[src/rtl/noc_out_port_arbiter.sv]
// noc_out_port_arbiter: round-robin arbiter sharing one router output port among N_REQ packet sources.
// Optional macro CORE_PRIO_EN gives requester 0 (local core) strict priority over the neighbour ports.
module noc_out_port_arbiter #(
  parameter int N_REQ = 5,
  parameter int WIDTH = 11,
  parameter int IDW   = (N_REQ > 1) ? $clog2(N_REQ) : 1
) (
  input  logic                   clk,
  input  logic                   rst_n,
  input  logic [N_REQ-1:0]       req_valid,
  input  logic [N_REQ*WIDTH-1:0] req_data,
  output logic [N_REQ-1:0]       req_ready,
  output logic                   out_valid,
  output logic [WIDTH-1:0]       out_data,
  input  logic                   out_ready,
  output logic [IDW-1:0]         grant_id
);

  typedef enum logic {EMPTY = 1'b0, FULL = 1'b1} state_t;

  state_t           state_r;
  logic [IDW-1:0]   ptr_r;
  logic [WIDTH-1:0] data_r;
  logic [IDW-1:0]   id_r;

  logic             arb_en_s;
  logic             found_s;
  logic             xfer_s;
  logic [IDW-1:0]   win_s;
  logic [IDW-1:0]   ptr_next_s;
  logic [N_REQ-1:0] cand_s;

  function automatic int rr_idx(input logic [IDW-1:0] base, input int offset);
    return (int'(base) + offset) % N_REQ;
  endfunction

  assign arb_en_s = (state_r == EMPTY) || out_ready;
  assign xfer_s   = arb_en_s && found_s;

  // Candidates for the rotating search; under core priority requester 0 is handled separately.
  always_comb begin
    cand_s = req_valid;
`ifdef CORE_PRIO_EN
    cand_s[0] = 1'b0;
`endif
  end

  // Rotating search from ptr: scanning offsets downward lets the nearest hit win.
  always_comb begin
    found_s = 1'b0;
    win_s   = '0;
    for (int k = N_REQ - 1; k >= 0; k--) begin
      if (cand_s[rr_idx(ptr_r, k)]) begin
        found_s = 1'b1;
        win_s   = IDW'(rr_idx(ptr_r, k));
      end else begin
        found_s = found_s;
      end
    end
`ifdef CORE_PRIO_EN
    if (req_valid[0]) begin
      found_s = 1'b1;
      win_s   = '0;
    end else begin
      found_s = found_s;
    end
`endif
  end

  // Pointer advances past the winner; a strict-priority core grant leaves it untouched.
  always_comb begin
    ptr_next_s = IDW'((int'(win_s) + 1) % N_REQ);
`ifdef CORE_PRIO_EN
    if (win_s == '0) begin
      ptr_next_s = ptr_r;
    end else begin
      ptr_next_s = IDW'((int'(win_s) + 1) % N_REQ);
    end
`endif
  end

  // One-hot accept for the winner, forced low while reset is held.
  always_comb begin
    req_ready = '0;
    if (rst_n && xfer_s) begin
      req_ready[win_s] = 1'b1;
    end else begin
      req_ready = '0;
    end
  end

  // Holding register state, contents and round-robin pointer.
  always_ff @(posedge clk or negedge rst_n) begin
    if (!rst_n) begin
      state_r <= EMPTY;
      ptr_r   <= '0;
      data_r  <= '0;
      id_r    <= '0;
    end else if (xfer_s) begin
      state_r <= FULL;
      data_r  <= req_data[int'(win_s)*WIDTH +: WIDTH];
      id_r    <= win_s;
      ptr_r   <= ptr_next_s;
    end else if ((state_r == FULL) && out_ready) begin
      state_r <= EMPTY;
    end
  end

  assign out_valid = (state_r == FULL);
  assign out_data  = data_r;
  assign grant_id  = id_r;

endmodule

[config.mk]
export PLATFORM = sky130hd
export DESIGN_NAME = noc_out_port_arbiter
export DESIGN_NICKNAME = d
export VERILOG_FILES = /design/src/rtl/noc_out_port_arbiter.sv
export SDC_FILE = /design/constraint.sdc
export NUM_CORES = 1
export LEC_CHECK = 0
export ABC_AREA = 0
export CAP_MARGIN = 20
export CORE_MARGIN = 1.5
export CORE_UTILIZATION = 51
export CTS_BUF_LIST = sky130_fd_sc_hd__clkbuf_16
export CTS_CLUSTER_SIZE = 28
export DETAILED_ROUTE_END_ITERATION = 7
export HOLD_SLACK_MARGIN = 0.1
export PLACE_DENSITY = 0.87
export SLEW_MARGIN = 20
export SYNTH_ARGS = -nofsm -noshare
export SYNTH_HDL_FRONTEND = slang
export SYNTH_SLANG_ARGS = --single-unit
[constraint.sdc]
create_clock -name clk -period 6.4 [get_ports clk]
set_clock_uncertainty 0.1 [all_clocks]
set_input_delay 0.96 -clock clk [delete_from_list [all_inputs] [get_ports clk]]
set_output_delay 0.96 -clock clk [all_outputs]
set_load 0.02 [all_outputs]
# Word-level counts from Yosys, hierarchy flattened
# Cells that the tools add are included.
[word_totals]
out_inout_bits = 20
elab_cells = 61
in_bits = 63
ff_bits = 18
[classes]
add_sub_neg = 5
reduce_logical = 6
mux = 30
div = 6
shift = 1
n_mul = 1
n_lt_le_gt_ge = 7
n_bitwise = 1
[ops]
columns = ["cell", "n"]
rows = [
  ["$lt 32x5->1 const B", 5],
  ["$mod 32x4->32 const B", 5],
  ["$shiftx 55x8->11", 1],
  ["$mod 4x4->32 const B", 1],
  ["$mux 1", 18],
  ["$bmux 1 s3", 5],
  ["$mux 3", 5],
  ["$add 3x1->4 const B", 2],
  ["$add 3x2->4 const B", 2],
  ["$mul 3x4->7 const B", 1],
  ["$mux 5", 1],
  ["$add 3x3->4 const B", 1],
  ["$logic_and 1x1->1", 4],
  ["$lt 3x4->1 const B", 1],
  ["$demux 1 s3", 1],
  ["$ge 3x1->1 const B", 1],
  ["$reduce_bool 2->1", 1],
  ["$logic_or 1x1->1", 1],
  ["$not 1->1", 1],
]

# Depth between registers and ports, before layout
[depth]
depth_word = 15
mapped_depth = 26
ltp_nobuf = 22

# Least setup slack after synthesis
# OpenSTA, ideal clock, no wires.
[synth_timing]
path_kind = "reg-to-output"
startpoint = "reg ptr_r[0]"
endpoint = "out req_ready[1]"
required_time_ns = 5.340
arrival_time_ns = 5.163
path_slack_ns = 0.177
path_stages_with_launch = 22
path_buffers = 4
cell_sequence = "dfrtp_1 -> buf_4 -> buf_2 -> clkinv_1 -> ha_1 -> inv_1 -> ha_1 -> clkbuf_1 -> nor2_1 -> nor3_1 -> a21oi_1 -> ha_1 -> xor2_1 -> nor3_1 -> or4_4 -> or4b_4 -> o211ai_2 -> a21oi_1 -> and4b_4 -> or2_4 -> buf_6 -> nor4_1"
[synth_between]
elab_chain_len = 15
elab_cells_between_ends = 42
classes_between = "4 x add/sub; 5 x div; 2 x order compare; 28 x mux; 3 x reduce/logical"
[synth_lines]
columns = ["item", "line_no", "text"]
rows = [
  ["from (decl)", "22", "logic [IDW-1:0] ptr_r;"],
  ["from (signal assigned)", "103", "ptr_r <= ptr_next_s;"],
  ["$add 3x3->4", "34", "return (int'(base) + offset) % N_REQ;"],
  ["$mod 32x4->32", "34", ""],
  ["$bmux 1 s3", "53", "if (cand_s[rr_idx(ptr_r, k)]) begin"],
  ["$mux 1 (implied by the code) (2 in a row)", "53", ""],
  ["$mux 3 (4 in a row)", "53", ""],
  ["$mux 3 *", "53", ""],
  ["named net win_s[1]", "29", "logic [IDW-1:0] win_s;"],
  ["$lt 3x4->1 (implied by the code) / $ge 3x1->1 (equally long branches)", "86", "req_ready[win_s] = 1'b1;"],
  ["$logic_and 1x1->1 (implied by the code)", "86", ""],
  ["$mux 1 (implied by the code)", "86", ""],
  ["$demux 1 s3 *", "86", ""],
  ["$mux 5 *", "85", "if (rst_n && xfer_s) begin"],
  ["to (decl)", "12", "output logic [N_REQ-1:0] req_ready,"],
]
# The timed path passes the listed nets; every way through them passes the cells marked *. The select of a mux whose other input is x is not followed.

# Worst setup path after layout
[layout_timing]
startpoint = "reg ptr_r[1]"
endpoint = "out req_ready[2]"
[layout_between]
elab_chain_len = 15
elab_cells_between_ends = 42
classes_between = "4 x add/sub; 5 x div; 2 x order compare; 28 x mux; 3 x reduce/logical"
[layout_lines]
columns = ["item", "line_no"]
rows = [
  ["$add 3x3->4", "34"],
  ["$mod 32x4->32", "34"],
  ["$bmux 1 s3", "53"],
  ["$mux 1 (implied by the code) (2 in a row)", "53"],
  ["$mux 3 (5 in a row)", "53"],
  ["$lt 3x4->1 (implied by the code) / $ge 3x1->1 (equally long branches)", "86"],
  ["$logic_and 1x1->1 (implied by the code)", "86"],
  ["$mux 1 (implied by the code)", "86"],
  ["$demux 1 s3", "86"],
  ["$mux 5 *", "85"],
]
# Mark *: on every way between the ends. The rest lies on a longest branch, timed or not. The select of a mux whose other input is x is not followed.

==> qor.yml <==
outcome: "finished clean"
rows: 29
grt_pass1_wl_um: 17400
critPathKind: "flop to output port"
setup_viol: 0
synth_edf_count: 0
numCtsBuffers: 3
holdBufCountCts: 0
grt_overflow: 0
cts.path.max_buffers: 2
cp_data_required_time_ps: 5340
ioPinCount: 83
grt_max_degree: 27
die_h_um: 83.5
synth_xor_area_share_pct: 1.82
ys.flop_type: "dfrtp_1"
critPathMaxFanout: 12
grt.met3_usage_pct: 3.76
netlist_area_um2: 3310
reg2reg_depth: 21
fmax_ghz: 0.163
initial_core_util_pct: 52.4
synth_compound_area_share_pct: 36.7
ys_async_sr_fraction_pct: 100
synth_top_cell_area_share_pct: 13.6
slew_violations: 0
ys_seq_area_share_pct: 13.6
cp_top_family: "simple AND/OR/NAND/NOR gates"
use_met2_pct: 50.8
cp_data_arrival_time_ps: 5070
syn_avg_cell_area_um2: 8.23
grt_pass1_vias: 3671
cts_htree_levels: 1
vias_per_cell: 6.65
synth_top_family_by_area: "compound AO/OA/AOI/OAI gates"
max_stage_delay_ps: 640
synth_warnings: 0
synth_common_cells: "41 x nand2_1, 22 x ha_1, 18 x dfrtp_1"
yosys.area.top_type: "dfrtp_1"
yosysUniqueCellTypes: 88
hold_violations: 0
synth_cells: 402
cts_setup_buffers: 0
hold_end: "out_data[10]"
yosys.cell_count.top_type: "nand2_1"
wl_per_cell_um: 19.1
coreArea_um2: 6310
antenna_cells: 0
busiest_layer: "met2"
layout.nets: 565
cap_viol_max_count: 0
startpoint_type: "flop"
synth_seq_cells: 18
r2r-start: "ptr_r[1]"
final-seq-area_um2: 452
rsz0062_at_grt: "false"
min_period_ps: 6130
fin_tns_setup_ps: 0
hold_depth: 2
drt_iter0_drc: 350
crit_chain: "inv_2 > ha_1 > inv_1 > ha_1 > nor2_1 > nor3_1 > a21oi_1 > ha_1 > xor2_1 > nor3_1 > or4_4 > or4b_4 > o211ai_2 > a21oi_2 > o211a_4 > nor2_8 > inv_2 > nor3_1 > clkdlybuf4s50_1"
synthTopCellsByArea: "dfrtp_1 14%, ha_1 8.3%, nand2_1 4.7%"
max-slew-margin-rel_pct: 43.4
cts_root_buffer: "clkbuf_16"
ant_nets: 0
route.detailed.drc: 0
min-delay-start: "out_data[10]"
reg2reg_slack_ps: 1220
place.port_buffers: 82
reg2reg_to: "ptr_r[1]"
gp_congestion: 1.07
multi_input_area_um2: 2670
grt_use_met1_pct: 39.4
grt_antenna_before_repair: 0
clkLatencyLatePin_ps: 250
die_area_um2: 6980
period_share_pct: 95.8
path_clk_slew_ps: 50
cts-resized-gates: 0
cts_tree: "built"
fillCellCount: 513
vias: 3696
firstDrtPassIters: 5
tightest_slew_ps: 847
track_usage_pct: 29.9
area_delta_synth_final_pct: 30.0
syn-num-nets: 487
cp_num_buf_inv: 4
critPathSlowestCell: "clkdlybuf4s50_1"
fp.dieW_um: 83.5
cp-end-kind: "output port"
hold_path_class: "flop to flop"
cts.sinks: 18
totalWireLength_um: 10600
yosys.area_share.adder_pct: 8.32
synth_mux_area_share_pct: 6.85
yosys.area_share.simple_pct: 25.5
drive_gt1_share_pct: 14.4
dp_hpwl_um: 8330
worst max-delay path by stage:
stage / from / endpoint / slack (ps) / cells past startpoint
6_report: ptr_r[1] / req_ready[2] / 270 / 19
2_1_floorplan: ptr_r[0] / req_ready[1] / 180 / 21
4_1_cts: ptr_r[1] / req_ready[4] / 10 / 17
5_1_grt: ptr_r[1] / req_ready[2] / 20 / 17
3_5_place_dp: ptr_r[1] / req_ready[4] / 310 / 17
3_3_place_gp: ptr_r[1] / req_ready[4] / 520 / 17
stage by stage:
step,setup slack [ps],std cells,instance area [µm²],hold slack (ps),utilization [%]
after floorplan,177,402,3310,482,-
after global placement,521,551,4170,370,66.0
after detailed placement,308,551,4170,372,66.0
after CTS,12.4,555,4250,395,67.3
after global routing,23.0,556,4300,416,68.1
final,272,556,4300,391,68.1
layout make-up:
| type | instances | share of cell area (%) |
|---|---|---|
| clock buffers | 3 | 1.75 |
| well taps | 77 | 2.24 |
| inverters | 22 | 1.92 |
| multi-input cells | 340 | 62.0 |
| repair buffers | 95 | 21.5 |
| flip-flops and latches | 18 | 10.5 |
| clock inverters | 1 | 0.0873 |
metal layers:
layer	routed length [µm]	vias to the layer above	share of wire [%]
li1	-	1721	-
met1	4430	1750	42
met2	5210	192	49
met3	723	33	6.8
met4	284	0	2.7
met5	0	-	0
cells by family (layout without fill, tap and decap cells):
group / count (synthesis) / after routing
AO/OA/AOI/OAI: 149 / 149
flip-flops: 18 / 18
multiplexers: 20 / 20
AND/OR/NAND/NOR: 142 / 143
buffers and inverters: 45 / 121
adder cells (fa/ha/maj): 22 / 22
XOR/XNOR: 6 / 6
sequential cells by signal (all words and copies together), names as in the netlist:
| register | cells |
|---|---|
| ptr_r | 3 |
| out_data | 11 |
| grant_id | 3 |
| out_valid | 1 |
layout by cell type (no fill, tap or decap), types with 4 or more instances in the layout:
cell type | netlist | routed
a211oi_1 | 6 | 5
a21oi_1 | 17 | 17
a221oi_2 | 5 | 5
a22oi_1 | 12 | 12
a2bb2oi_1 | 4 | 4
and2_1 | 11 | 11
buf_4 | 3 | 13
clkdlybuf4s50_1 | 0 | 79
dfrtp_1 | 18 | 17
ha_1 | 22 | 21
inv_1 | 17 | 17
inv_2 | 4 | 4
mux2i_1 | 14 | 14
nand2_1 | 41 | 41
nand2b_1 | 9 | 9
nand3_1 | 6 | 6
nand4_1 | 7 | 7
nor2_1 | 15 | 15
nor2b_1 | 10 | 9
nor3_1 | 8 | 8
o2111ai_1 | 6 | 6
o211ai_1 | 9 | 9
o21a_1 | 4 | 4
o21ai_0 | 16 | 15
o21ai_1 | 3 | 4
o221ai_1 | 11 | 11
o22ai_1 | 7 | 7
o311ai_1 | 5 | 5
o31ai_1 | 4 | 4
or2_2 | 3 | 4
xnor2_1 | 4 | 4
worst reg2reg max path: cells and delay by family, from the launching register on:
kind                       cells  cell delay [ps]
DFF                            1              430
AOI/OAI and AO/OA              6             1180
xor gates and xnor gates       1              170
buffers and inverters          3              380
adders and majority gates      4             1080
and+or+nand+nor                6             1440
muxes                          1              290
Power is not shown: default switching activity piles up to over one toggle a cycle in this logic, so the estimate is an artifact.
